## config.mk

```make
export PLATFORM = sky130hd
export DESIGN_NAME = ram4by4_ctrl
export DESIGN_NICKNAME = d
export VERILOG_FILES = /design/src/rtl/ram4by4_pkg.sv /design/src/rtl/ram4by4_access_timer.sv /design/src/rtl/ram4by4_ctrl.sv
export SDC_FILE = /design/constraint.sdc
export NUM_CORES = 1
export LEC_CHECK = 0
export CAP_MARGIN = 20
export CORE_MARGIN = 4
export CORE_UTILIZATION = 49
export CTS_CLUSTER_DIAMETER = 150
export DETAILED_ROUTE_END_ITERATION = 16
export PLACE_DENSITY = 0.82
export REMOVE_ABC_BUFFERS = 1
export SYNTH_ARGS = -nofsm -noshare
export SYNTH_HDL_FRONTEND = slang
export SYNTH_SLANG_ARGS = --single-unit
```

## constraint.sdc

```tcl
create_clock -name i_clk -period 3 [get_ports i_clk]
set_input_delay 0.75 -clock i_clk [delete_from_list [all_inputs] [get_ports i_clk]]
set_output_delay 0.75 -clock i_clk [all_outputs]
set_load 0.03 [all_outputs]
```

## src/rtl/ram4by4_pkg.sv

```systemverilog
// Shared constants and state encoding for the 4x4 RAM host-side controller.
package ram4by4_pkg;

    // Geometry of the attached RAM; not adjustable.
    localparam int unsigned ADDR_W = 2;
    localparam int unsigned DATA_W = 4;

    typedef enum logic [2:0] {
        ST_INIT   = 3'd0,
        ST_IDLE   = 3'd1,
        ST_SETUP  = 3'd2,
        ST_ACCESS = 3'd3,
        ST_RESP   = 3'd4
    } state_e;

    localparam logic RW_WRITE    = 1'b1;
    localparam logic RW_READ     = 1'b0;
    localparam logic CS_ACTIVE   = 1'b0;
    localparam logic CS_INACTIVE = 1'b1;

    localparam logic [ADDR_W-1:0] ADDR_LAST = '1;

endpackage

```

## src/rtl/ram4by4_access_timer.sv

```systemverilog
// Loadable down-counter that times how long ram_cs is held active.
// Load sets ACCESS_CYCLES-1; o_done is high in the last running cycle.
module ram4by4_access_timer #(
    parameter int unsigned ACCESS_CYCLES = 2
) (
    input  logic i_clk,
    input  logic i_reset,
    input  logic i_load,
    input  logic i_run,
    output logic o_done
);

    localparam int unsigned CNT_W = (ACCESS_CYCLES < 2) ? 1 : $clog2(ACCESS_CYCLES + 1);
    localparam logic [CNT_W-1:0] LOAD_VAL = CNT_W'(ACCESS_CYCLES - 1);
    localparam logic [CNT_W-1:0] ONE = CNT_W'(1);

    logic [CNT_W-1:0] r_cnt;

    // Count down while running; saturate at zero so a stray run cannot wrap.
    always_ff @(posedge i_clk or negedge i_reset) begin
        if (!i_reset) begin
            r_cnt <= '0;
        end else if (i_load) begin
            r_cnt <= LOAD_VAL;
        end else if (i_run && (r_cnt != '0)) begin
            r_cnt <= r_cnt - ONE;
        end
    end

    assign o_done = i_run && (r_cnt == '0);

endmodule

```

## src/rtl/ram4by4_ctrl.sv

```systemverilog
// Host-side sequencer for the 4x4 RAM: turns a valid/ready request stream into
// timed chip-select access cycles and returns read data on a response channel.
module ram4by4_ctrl
    import ram4by4_pkg::*;
#(
    parameter int unsigned ACCESS_CYCLES = 2,
    parameter int unsigned INIT_ON_RESET = 1
) (
    input  logic              i_clk,
    input  logic              i_reset,
    input  logic              i_req_valid,
    output logic              o_req_ready,
    input  logic              i_req_we,
    input  logic [ADDR_W-1:0] i_req_addr,
    input  logic [DATA_W-1:0] i_req_wdata,
    output logic              o_rsp_valid,
    input  logic              i_rsp_ready,
    output logic [DATA_W-1:0] o_rsp_rdata,
    output logic              o_init_done,
    output logic              o_ram_cs,
    output logic              o_ram_rw,
    output logic [ADDR_W-1:0] o_ram_addr,
    output logic [DATA_W-1:0] o_ram_wdata,
    input  logic [DATA_W-1:0] i_ram_rdata
);

    localparam state_e RESET_STATE = (INIT_ON_RESET != 0) ? ST_INIT : ST_IDLE;

    state_e            r_state,     w_state_nxt;
    logic              r_req_ready, w_req_ready_nxt;
    logic              r_rsp_valid, w_rsp_valid_nxt;
    logic [DATA_W-1:0] r_rsp_rdata, w_rsp_rdata_nxt;
    logic              r_init_done, w_init_done_nxt;
    logic              r_ram_cs,    w_ram_cs_nxt;
    logic              r_ram_rw,    w_ram_rw_nxt;
    logic [ADDR_W-1:0] r_ram_addr,  w_ram_addr_nxt;
    logic [DATA_W-1:0] r_ram_wdata, w_ram_wdata_nxt;

    logic w_timer_load;
    logic w_timer_run;
    logic w_timer_done;

    // The reset cycle in INIT stands in for the SETUP of address 0 (ram_cs is
    // still inactive then), which keeps the init sequence at 4*(1+ACCESS_CYCLES).
    assign w_timer_load = (r_state == ST_INIT) || (r_state == ST_SETUP);
    assign w_timer_run  = (r_state == ST_ACCESS);

    ram4by4_access_timer #(
        .ACCESS_CYCLES(ACCESS_CYCLES)
    ) u_access_timer (
        .i_clk  (i_clk),
        .i_reset(i_reset),
        .i_load (w_timer_load),
        .i_run  (w_timer_run),
        .o_done (w_timer_done)
    );

    // Next-state and next-output decode; every output is a register.
    always_comb begin
        w_state_nxt     = r_state;
        w_req_ready_nxt = r_req_ready;
        w_rsp_valid_nxt = r_rsp_valid;
        w_rsp_rdata_nxt = r_rsp_rdata;
        w_init_done_nxt = r_init_done;
        w_ram_cs_nxt    = r_ram_cs;
        w_ram_rw_nxt    = r_ram_rw;
        w_ram_addr_nxt  = r_ram_addr;
        w_ram_wdata_nxt = r_ram_wdata;

        unique case (r_state)
            ST_INIT: begin
                w_ram_rw_nxt    = RW_WRITE;
                w_ram_addr_nxt  = '0;
                w_ram_wdata_nxt = '0;
                w_ram_cs_nxt    = CS_ACTIVE;
                w_state_nxt     = ST_ACCESS;
            end
            ST_IDLE: begin
                // Also covers INIT_ON_RESET=0: first clock after reset opens up.
                w_init_done_nxt = 1'b1;
                if (i_req_valid && r_req_ready) begin
                    w_req_ready_nxt = 1'b0;
                    w_ram_rw_nxt    = i_req_we ? RW_WRITE : RW_READ;
                    w_ram_addr_nxt  = i_req_addr;
                    w_ram_wdata_nxt = i_req_wdata;
                    w_state_nxt     = ST_SETUP;
                end else begin
                    w_req_ready_nxt = 1'b1;
                end
            end
            ST_SETUP: begin
                w_ram_cs_nxt = CS_ACTIVE;
                w_state_nxt  = ST_ACCESS;
            end
            ST_ACCESS: begin
                if (w_timer_done) begin
                    w_ram_cs_nxt = CS_INACTIVE;
                    if (!r_init_done) begin
                        // Still zero-filling: step to the next word or finish.
                        if (r_ram_addr == ADDR_LAST) begin
                            w_init_done_nxt = 1'b1;
                            w_req_ready_nxt = 1'b1;
                            w_state_nxt     = ST_IDLE;
                        end else begin
                            w_ram_addr_nxt = r_ram_addr + 1'b1;
                            w_state_nxt    = ST_SETUP;
                        end
                    end else if (r_ram_rw == RW_WRITE) begin
                        w_req_ready_nxt = 1'b1;
                        w_state_nxt     = ST_IDLE;
                    end else begin
                        w_rsp_rdata_nxt = i_ram_rdata;
                        w_rsp_valid_nxt = 1'b1;
                        w_state_nxt     = ST_RESP;
                    end
                end
            end
            ST_RESP: begin
                if (i_rsp_ready) begin
                    w_rsp_valid_nxt = 1'b0;
                    w_req_ready_nxt = 1'b1;
                    w_state_nxt     = ST_IDLE;
                end
            end
            default: begin
                w_ram_cs_nxt    = CS_INACTIVE;
                w_req_ready_nxt = 1'b0;
                w_rsp_valid_nxt = 1'b0;
                w_state_nxt     = ST_IDLE;
            end
        endcase
    end

    // State and output registers; reset drops ram_cs immediately.
    always_ff @(posedge i_clk or negedge i_reset) begin
        if (!i_reset) begin
            r_state     <= RESET_STATE;
            r_req_ready <= 1'b0;
            r_rsp_valid <= 1'b0;
            r_rsp_rdata <= '0;
            r_init_done <= 1'b0;
            r_ram_cs    <= CS_INACTIVE;
            r_ram_rw    <= RW_READ;
            r_ram_addr  <= '0;
            r_ram_wdata <= '0;
        end else begin
            r_state     <= w_state_nxt;
            r_req_ready <= w_req_ready_nxt;
            r_rsp_valid <= w_rsp_valid_nxt;
            r_rsp_rdata <= w_rsp_rdata_nxt;
            r_init_done <= w_init_done_nxt;
            r_ram_cs    <= w_ram_cs_nxt;
            r_ram_rw    <= w_ram_rw_nxt;
            r_ram_addr  <= w_ram_addr_nxt;
            r_ram_wdata <= w_ram_wdata_nxt;
        end
    end

    assign o_req_ready = r_req_ready;
    assign o_rsp_valid = r_rsp_valid;
    assign o_rsp_rdata = r_rsp_rdata;
    assign o_init_done = r_init_done;
    assign o_ram_cs    = r_ram_cs;
    assign o_ram_rw    = r_ram_rw;
    assign o_ram_addr  = r_ram_addr;
    assign o_ram_wdata = r_ram_wdata;

endmodule
```

# Word-level counts from Yosys, hierarchy flattened
# Cells that the tools add are included.
dict set report totals {
  regBits 20
  wordCells 89
}
dict set report op_classes {
  n_addsub 2
  n_eq_ne 14
  n_mux 37
  bitwise 4
  n_reduce_logical 22
}
# cell count
set ops {}
lappend ops {{1-bit 2-to-1 mux} 16}
lappend ops {{3-bit 2-to-1 mux} 5}
lappend ops {{5-bit AND reduction} 3}
lappend ops {{2-bit 2-to-1 mux} 7}
lappend ops {{2-bit != test (second input constant)} 7}
lappend ops {{3-bit case mux with 4 select lines} 1}
lappend ops {{4-bit case mux with 2 select lines} 1}
lappend ops {{2-bit nonzero test} 4}
lappend ops {{3-bit by 2-bit == test with 1-bit output (second input constant)} 2}
lappend ops {{3-bit != test (second input constant)} 2}
lappend ops {{1-bit case mux with 3 select lines} 2}
lappend ops {{2-bit case mux with 3 select lines} 1}
lappend ops {{2-bit AND reduction} 3}
lappend ops {{4-bit 2-to-1 mux} 1}
lappend ops {{1-bit NOT} 4}
lappend ops {{1-bit case mux with 2 select lines} 2}
lappend ops {{1-bit case mux with 4 select lines} 1}
lappend ops {{4-bit AND reduction} 1}
lappend ops {{2-bit OR reduction} 2}
lappend ops {{3-bit by 1-bit == test with 1-bit output (second input constant)} 1}
lappend ops {{3-bit == test (second input constant)} 1}
lappend ops {{1-bit logical AND} 3}
lappend ops {{3-bit logical NOT} 1}
lappend ops {{3-bit AND reduction} 1}
lappend ops {{7 further kinds} 7}

# Longest topological paths before layout
# Gate-level depths: netlist of the first run.
dict set report depth {
  depth_word 5
  mapped_depth 6
  mapped_depth_nobuf 6
}

# Hierarchy
# From an unflattened synthesis of the first run, not the netlist that was laid out.
dict set report hier_totals {
  hier_cells 105
  hier_area_um2 1101.1
}
# mod instances cells_per_inst area_per_inst_um2
set by_module_without_submodules {}
lappend by_module_without_submodules {ram4by4_ctrl 1 93 977.2}
lappend by_module_without_submodules {ram4by4_access_timer 1 12 123.9}

# Worst setup path before layout of the first run
# No wires, ideal clock.
dict set report synth_timing {
  path_type {flip-flop to flip-flop}
  from {reg u_access_timer.r_cnt[0]}
  to {reg r_rsp_rdata[0] (netlist: o_rsp_rdata[0])}
  setup_ns 0.125
  t_arrival_ns 1.684
  required_ns 2.875
  path_slack_ns 1.191
  stages_incl_launch_ff 7
  n_path_buf 1
  period_less_slack_ns 1.809
  path_cell_list {dfrtp_1 inv_1 ha_1 nand2_1 or4b_4 buf_6 mux2_4}
}
dict set report synth_via {
  elab_chain_len 3
}
# item line_no
set synth_rtl {}
lappend synth_rtl {{start: declaration} ram4by4_access_timer.sv:17} ;# logic [CNT_W-1:0] r_cnt;
lappend synth_rtl {{start signal: assignment} ram4by4_access_timer.sv:26} ;# r_cnt <= r_cnt - ONE;
lappend synth_rtl {{2-bit logical NOT} ram4by4_access_timer.sv:30} ;# assign o_done = i_run && (r_cnt == '0);
lappend synth_rtl {{1-bit logical AND} ram4by4_access_timer.sv:30}
lappend synth_rtl {{4-bit AND reduction (no line)} --}
lappend synth_rtl {{end signal: assignment} ram4by4_ctrl.sv:150} ;# r_rsp_rdata <= w_rsp_rdata_nxt;
lappend synth_rtl {{end: declaration} ram4by4_ctrl.sv:32} ;# logic [DATA_W-1:0] r_rsp_rdata, w_rsp_rdata_nxt;
# Every way passes these cells.
# A chain may end at the register's enable or synchronous reset.

# Final worst setup path of the first run
dict set report layout_timing {
  from {reg r_ram_cs (netlist: o_ram_cs)}
  to {out o_ram_cs}
}
# item line_no
set layout_rtl {}
lappend layout_rtl {{start: declaration} ram4by4_ctrl.sv:34} ;# logic r_ram_cs, w_ram_cs_nxt;
lappend layout_rtl {{start signal: assignment} ram4by4_ctrl.sv:152} ;# r_ram_cs <= w_ram_cs_nxt;
lappend layout_rtl {{end: declaration} ram4by4_ctrl.sv:20} ;# output logic o_ram_cs,
# No word-level cell between the ends.

==> impl_metrics.ini, run 1 <==
[sta]
rsz0062_at_grt = false
tns_ns = 0
slew_viol_final = 0
setup-violations-final = 0
period_share = 0.748
max_freq_mhz = 446
worst_pin_slew_ns = 0.876
hold_viol = 0
finalCriticalPeriod_ns = 2.24
skew_ns = 0.00404
relSlewSlack = 0.414

[grt]
grt_pass1_vias = 857
grt.total_usage = 0.169
grt_max_degree = 21
overflow = 0
antenna_found_initial = 0
grt_first_pass_wirelength_um = 3630

[run]
drv_cap = 0

[setup_path]
crit_fanout = 2
endpoint_kind = output port
cp-start-kind = flop
worstPathRequired_ns = 2.25
worstReg2RegEnd = o_rsp_rdata[1]$_DFFE_PN0P_
path_class = reg -> out
crit_family = buffers and inverters
r2r_cells = 3
path_buf_inv = 1
timing.rr.start = r_state[0]$_DFFE_PN0P_
r2r_setup_slack_ns = 1.03
crit_slowest_cell = clkdlybuf4s50_1
crit_path_max_incr_delay_ns = 0.66
worst_ep_arrival_time_ns = 1.49
cp_cell_sequence = clkdlybuf4s50_1

[power]
seqPwrFrac = 0.353
p_leak_nw = 0.590
p_sw_uw = 680
peakVddDrop_uv = 627
clkPwrFrac = 0.081
powerDensity_nw_per_um2 = 1160
switching_share = 0.431
p_comb_frac = 0.567
p_int_uw = 896

[cts]
cts_hold_buf = 0
htree_levels = 1
clk_pin_slew_ns = 0.10
cts_buffers = 3
post_cts_buffers = 0
cts_tree = built
clk_latency_ns = 0.29
cts_sinks = 20
clockBufferDepth = 2
cts_root_buf = clkbuf_4
post_cts_resize_count = 0

[floorplanning]
top_level_ports = 30
dieArea_um2 = 2920
std_cell_rows = 16
coreArea_um2 = 1980
start_util = 0.523
fp.dieW_um = 54.0
die_height_um = 54.0

[route]
drc_errors = 0
wire_per_inst_um = 14.1
first_pass_iters = 4
ant_nets = 0
routed_wl_um = 2160
drt_iter0_markers = 4
vias_per_cell = 5.42
vias = 829

[layout]
fin_area_um2 = 1360
fill_cells = 153
seq_area_um2 = 502
insertedDiodeCount = 0
syn_to_final_growth_pct = 30.9
drive_gt1_frac = 0.119
multi_input_area_um2 = 490
nets = 144

[hold_path]
hold_path_end = o_rsp_rdata[3]$_DFFE_PN0P_
hold_path_depth = 1
worstHoldPathType = reg -> reg
holdCritStartpoint = o_rsp_rdata[3]$_DFFE_PN0P_

[logic_synthesis]
netlist_area_um2 = 1040
ys_warn_count = 0
synthCells = 98
synth-seq-cells = 20
ys_seq_area_frac = 0.484
synth.avg_cell_area_um2 = 10.6
netlist-cell-type-count = 35

[status]
outcome = finished clean

[placed_design]
io_buffers = 29
hpwl_um = 1630
gp_congestion = 0.784
dpl_cell_area_um2 = 1330
metal layers:
layer / wire length [µm] / global-route usage
met1: 955 / 0.208
met2: 1100 / 0.296
met3: 99 / 0.0332
met4: 13 / 0.0498
met5: 0 / 0
registers in the layout (all words and copies together) (netlist names):
name	flops
o_init_done	1
o_ram_addr	2
o_ram_cs	1
o_ram_rw	1
o_ram_wdata	4
o_req_ready	1
o_rsp_rdata	4
o_rsp_valid	1
r_state	3
u_access_timer.r_cnt	2
synth_stat cells:
cell type,n,area (µm²)
a21o_1,1,7.51
inv_2,1,3.75
clkbuf_1,3,11.3
or2_1,1,6.26
mux2i_1,3,30.0
o22ai_1,2,12.5
mux2_4,4,60.1
and2b_1,1,7.51
nand3b_1,1,7.51
o22a_1,1,8.76
nor3_1,2,10.0
inv_1,3,11.3
mux2_2,3,33.8
nand2_2,1,6.26
or4b_4,1,13.8
o21ai_0,4,20.0
a21oi_1,7,35.0
ha_1,2,25.0
nand3_1,1,5.00
a221o_1,1,10.0
o31ai_1,1,7.51
dfstp_2,1,26.3
a22oi_1,1,7.51
nor3b_1,1,7.51
dfrtp_1,19,475
o2bb2ai_1,1,8.76
nand4_1,1,6.26
a211oi_1,1,7.51
buf_6,1,11.3
and2_1,1,6.26
buf_4,1,7.51
a22o_1,8,70.1
or2_2,1,6.26
nand2_1,8,30.0
nor2_1,9,33.8
worst max-delay path by stage:
stage,slack (ns),cells after the start,startpoint,to
finish,0.76,1,o_ram_cs$_DFFE_PN1P_,o_ram_cs
global route,0.71,1,o_ram_cs$_DFFE_PN1P_,o_ram_cs
CTS,0.74,1,o_ram_cs$_DFFE_PN1P_,o_ram_cs
detailed placement,0.73,5,i_req_valid,o_ram_addr[0]$_DFFE_PN0P_
global placement,0.78,5,i_req_valid,o_ram_addr[1]$_DFFE_PN0P_
floorplan,1.23,5,u_access_timer.r_cnt[0]$_DFFE_PN0P_,o_rsp_rdata[0]$_DFFE_PN0P_
cells in the final DEF (no fill, tap or decap):
master            n
inv_2             1
nor3b_1           1
clkdlybuf4s50_1  29
nand3b_1          1
a22o_1            8
and2_1            1
clkbuf_1          1
o22a_1            1
nand2_2           1
nand4_1           1
a21o_1            1
and2b_1           1
mux2_4            4
o22ai_1           2
mux2i_1           3
o31ai_1           1
nor3_1            2
a211oi_1          1
dfstp_2           1
clkbuf_4          3
o2bb2ai_1         1
mux2_2            3
ha_1              2
nand3_1           1
nor2_1            9
o21ai_0           4
or2_2             1
a22oi_1           1
or4b_4            1
a221o_1           1
inv_1             3
or2_1             1
nand2_1           8
a21oi_1           7
dfrtp_1          19
through the flow:
stage,total power [mW],hold slack (ns),util,worst slack [ns],cells
after floorplan,1.14,0.454,-,1.23,93
after global placement,1.43,0.488,0.672,0.784,149
after detailed placement,1.46,0.500,0.672,0.727,149
after CTS,1.59,0.527,0.685,0.738,153
after global routing,1.69,0.539,0.685,0.709,153
final,1.58,0.527,0.685,0.757,153
power groups by stage:
stage	registers (mW)	logic [mW]	clock network, mW
after global placement	0.553	0.874	0
after global routing	0.582	0.967	0.144
after CTS	0.555	0.905	0.134
after detailed placement	0.560	0.899	0
final	0.556	0.893	0.127
after floorplan	0.713	0.429	0
cell families (layout without fill, tap and decap cells):
logic type               after synthesis  count (layout)  share of synthesized area
AND/OR/NAND/NOR                       29              29                      0.141
AO/OA/AOI/OAI                         28              28                      0.188
flip-flops                            20              20                      0.484
multiplexers                          10              10                      0.119
buffers and inverters                  9              37                     0.0434
adder cells (fa/ha/maj)                2               2                     0.0241
layout make-up:
cell class,count,area share
sequential,20,0.370
inverter,4,0.0111
timing repair buffer,29,0.214
clock buffer,4,0.0194
multi-input combinational,69,0.361
tap,27,0.0249
Power figures use the tool's default switching activity.
==> run 2, diff against run 1 <==
--- a/config.mk
+++ b/config.mk
@@ -7,10 +7,10 @@
 export LEC_CHECK = 0
 export CAP_MARGIN = 20
 export CORE_MARGIN = 4
-export CORE_UTILIZATION = 49
+export CORE_UTILIZATION = 41
 export CTS_CLUSTER_DIAMETER = 150
 export DETAILED_ROUTE_END_ITERATION = 16
-export PLACE_DENSITY = 0.82
+export PLACE_DENSITY = 0.73
 export REMOVE_ABC_BUFFERS = 1
 export SYNTH_ARGS = -nofsm -noshare
 export SYNTH_HDL_FRONTEND = slang
==> constraint.sdc (replaced) <==
create_clock -name i_clk -period 1.9 [get_ports i_clk]
set_input_delay 0.475 -clock i_clk [delete_from_list [all_inputs] [get_ports i_clk]]
set_output_delay 0.475 -clock i_clk [all_outputs]
set_load 0.03 [all_outputs]
==> run 2 against run 1 <==
Against the previous run: core utilization is 7.7 points lower; count of clock-buffer cells in the layout stayed put; final cell count is 4.6% higher; highest routed layer unchanged; clock power is 88% higher; clock skew is 0.0092 ns higher; sequential cell count stayed put; total power is 64% higher; critical path depth stayed put.
==> impl_metrics.ini, run 2 (synthesis gave the netlist of run 1 again) <==
[sta]
slew_viol_final = 0
setup-violations-final = 0
worst_pin_slew_ns = 0.388
period_share = 0.968
timing.hold.ws_ns = 0.466
rsz0062_at_grt = false
tns_ns = 0
finalCriticalPeriod_ns = 1.84
max_freq_mhz = 544
relSlewSlack = 0.740
skew_ns = 0.0132
setup_ws_ns = 0.0608
hold_viol = 0

[floorplanning]
start_util = 0.447
fp.dieW_um = 58.3
coreArea_um2 = 2320
dieArea_um2 = 3400
die_height_um = 58.3
top_level_ports = 30
std_cell_rows = 17

[route]
routed_wl_um = 2410
first_pass_iters = 4
wire_per_inst_um = 15.0
vias = 876
drt_iter0_markers = 33
drc_errors = 0
ant_nets = 0
vias_per_cell = 5.48

[cts]
clk_pin_slew_ns = 0.11
clk_latency_ns = 0.30
htree_levels = 1
cts_hold_buf = 0
cts_tree = built
clockBufferDepth = 2
cts_root_buf = clkbuf_4
cts_sinks = 20
cts_buffers = 3

[layout]
insertedDiodeCount = 0
drive_gt1_frac = 0.167
fin_util = 0.608
nets = 150
layout_commonest_cell = clkdlybuf4s50_1
mostFrequentLayoutCells = clkdlybuf4s50_1 (23), dfrtp_1 (19), nor2_1 (9)
finalNonFillerCells = 160
fin_area_um2 = 1410
syn_to_final_growth_pct = 35.9

[placed_design]
hpwl_um = 1850
place_ws_ns = -0.0169
dpl_cell_area_um2 = 1380
io_buffers = 29
dp_cells = 156
gp_congestion = 0.793

[grt]
grt_first_pass_wirelength_um = 4080
antenna_found_initial = 0
grt_pass1_vias = 882
grt.total_usage = 0.154
grt_max_degree = 18
overflow = 0

[hold_path]
worstHoldPathType = in -> async

[setup_path]
endpoint_kind = output port
cp_cell_sequence = clkdlybuf4s50_1
crit_slowest_cell = clkdlybuf4s50_1
crit_fanout = 3
worst_ep_arrival_time_ns = 1.36
crit_path_max_incr_delay_ns = 0.68
crit_family = buffers and inverters
path_buf_inv = 1
cp-start-kind = flop
worstPathRequired_ns = 1.42
path_class = reg -> out

[power]
powerDensity_nw_per_um2 = 1830
p_sw_mw = 1.11
p_leak_nw = 0.643
clkPwrFrac = 0.093
peakVddDrop_uv = 959
p_comb_frac = 0.601
seqPwrFrac = 0.307
power_mw = 2.58
p_int_mw = 1.47
switching_share = 0.429

[run]
drv_cap = 0

[status]
outcome = finished clean
[run 2: cell types whose count changed in the layout (fill, tap and decap cells not counted), sizes merged]
cell	delta
buf	+6
clkdlybuf4s50	-6
dlygate4sd2	+5
dlymetal6s2s	+1
[run 2: repair_timing]
item | CTS | global route
hold endpoints to repair | 0 | 0
gates resized for setup | 5 | 1
setup buffers | 0 | 0
endpoints found under the setup margin | 5 | 1
[run 2: worst paths after layout]
check	startpoint	to	slack [ns]	cells after the start
worst max-delay path	o_ram_wdata[3]$_DFFE_PN0P_	o_ram_wdata[3]	0.06	1
worst min-delay path	i_reset	o_ram_addr[1]$_DFFE_PN0P_	0.47	1
worst max register to register	u_access_timer.r_cnt[0]$_DFFE_PN0P_	o_rsp_rdata[1]$_DFFE_PN0P_	0.15	5
worst min register to register	o_rsp_rdata[0]$_DFFE_PN0P_	o_rsp_rdata[0]$_DFFE_PN0P_	0.52	1
max in group asynchronous	i_reset	o_ram_wdata[0]$_DFFE_PN0P_	0.93	2
min in group i_clk	o_rsp_rdata[0]$_DFFE_PN0P_	o_rsp_rdata[0]$_DFFE_PN0P_	0.52	1
[run 2: area by class of cell]
type / count / area, µm²
Clock buffer: 4 / 36.3
Fill cell: 198 / 908
Inverter: 4 / 15.0
Multi-Input combinational cell: 69 / 490
Sequential cell: 20 / 502
Tap cell: 28 / 35.0
Timing Repair Buffer: 35 / 332
[run 2: per-layer routing]
layer,part of all wire,track usage
met1,0.45,0.207
met2,0.48,0.246
met3,0.050,0.0329
met4,0.010,0.0497
met5,0,0
[run 2: power groups by stage]
stage          combinational, mW  clock, mW  sequential, mW
2_1_floorplan              0.677          0            1.13
3_3_place_gp                1.55          0           0.787
3_5_place_dp                1.59          0           0.799
4_1_cts                     1.56      0.248           0.792
5_1_grt                     1.68      0.273           0.826
6_report                    1.55      0.239           0.790
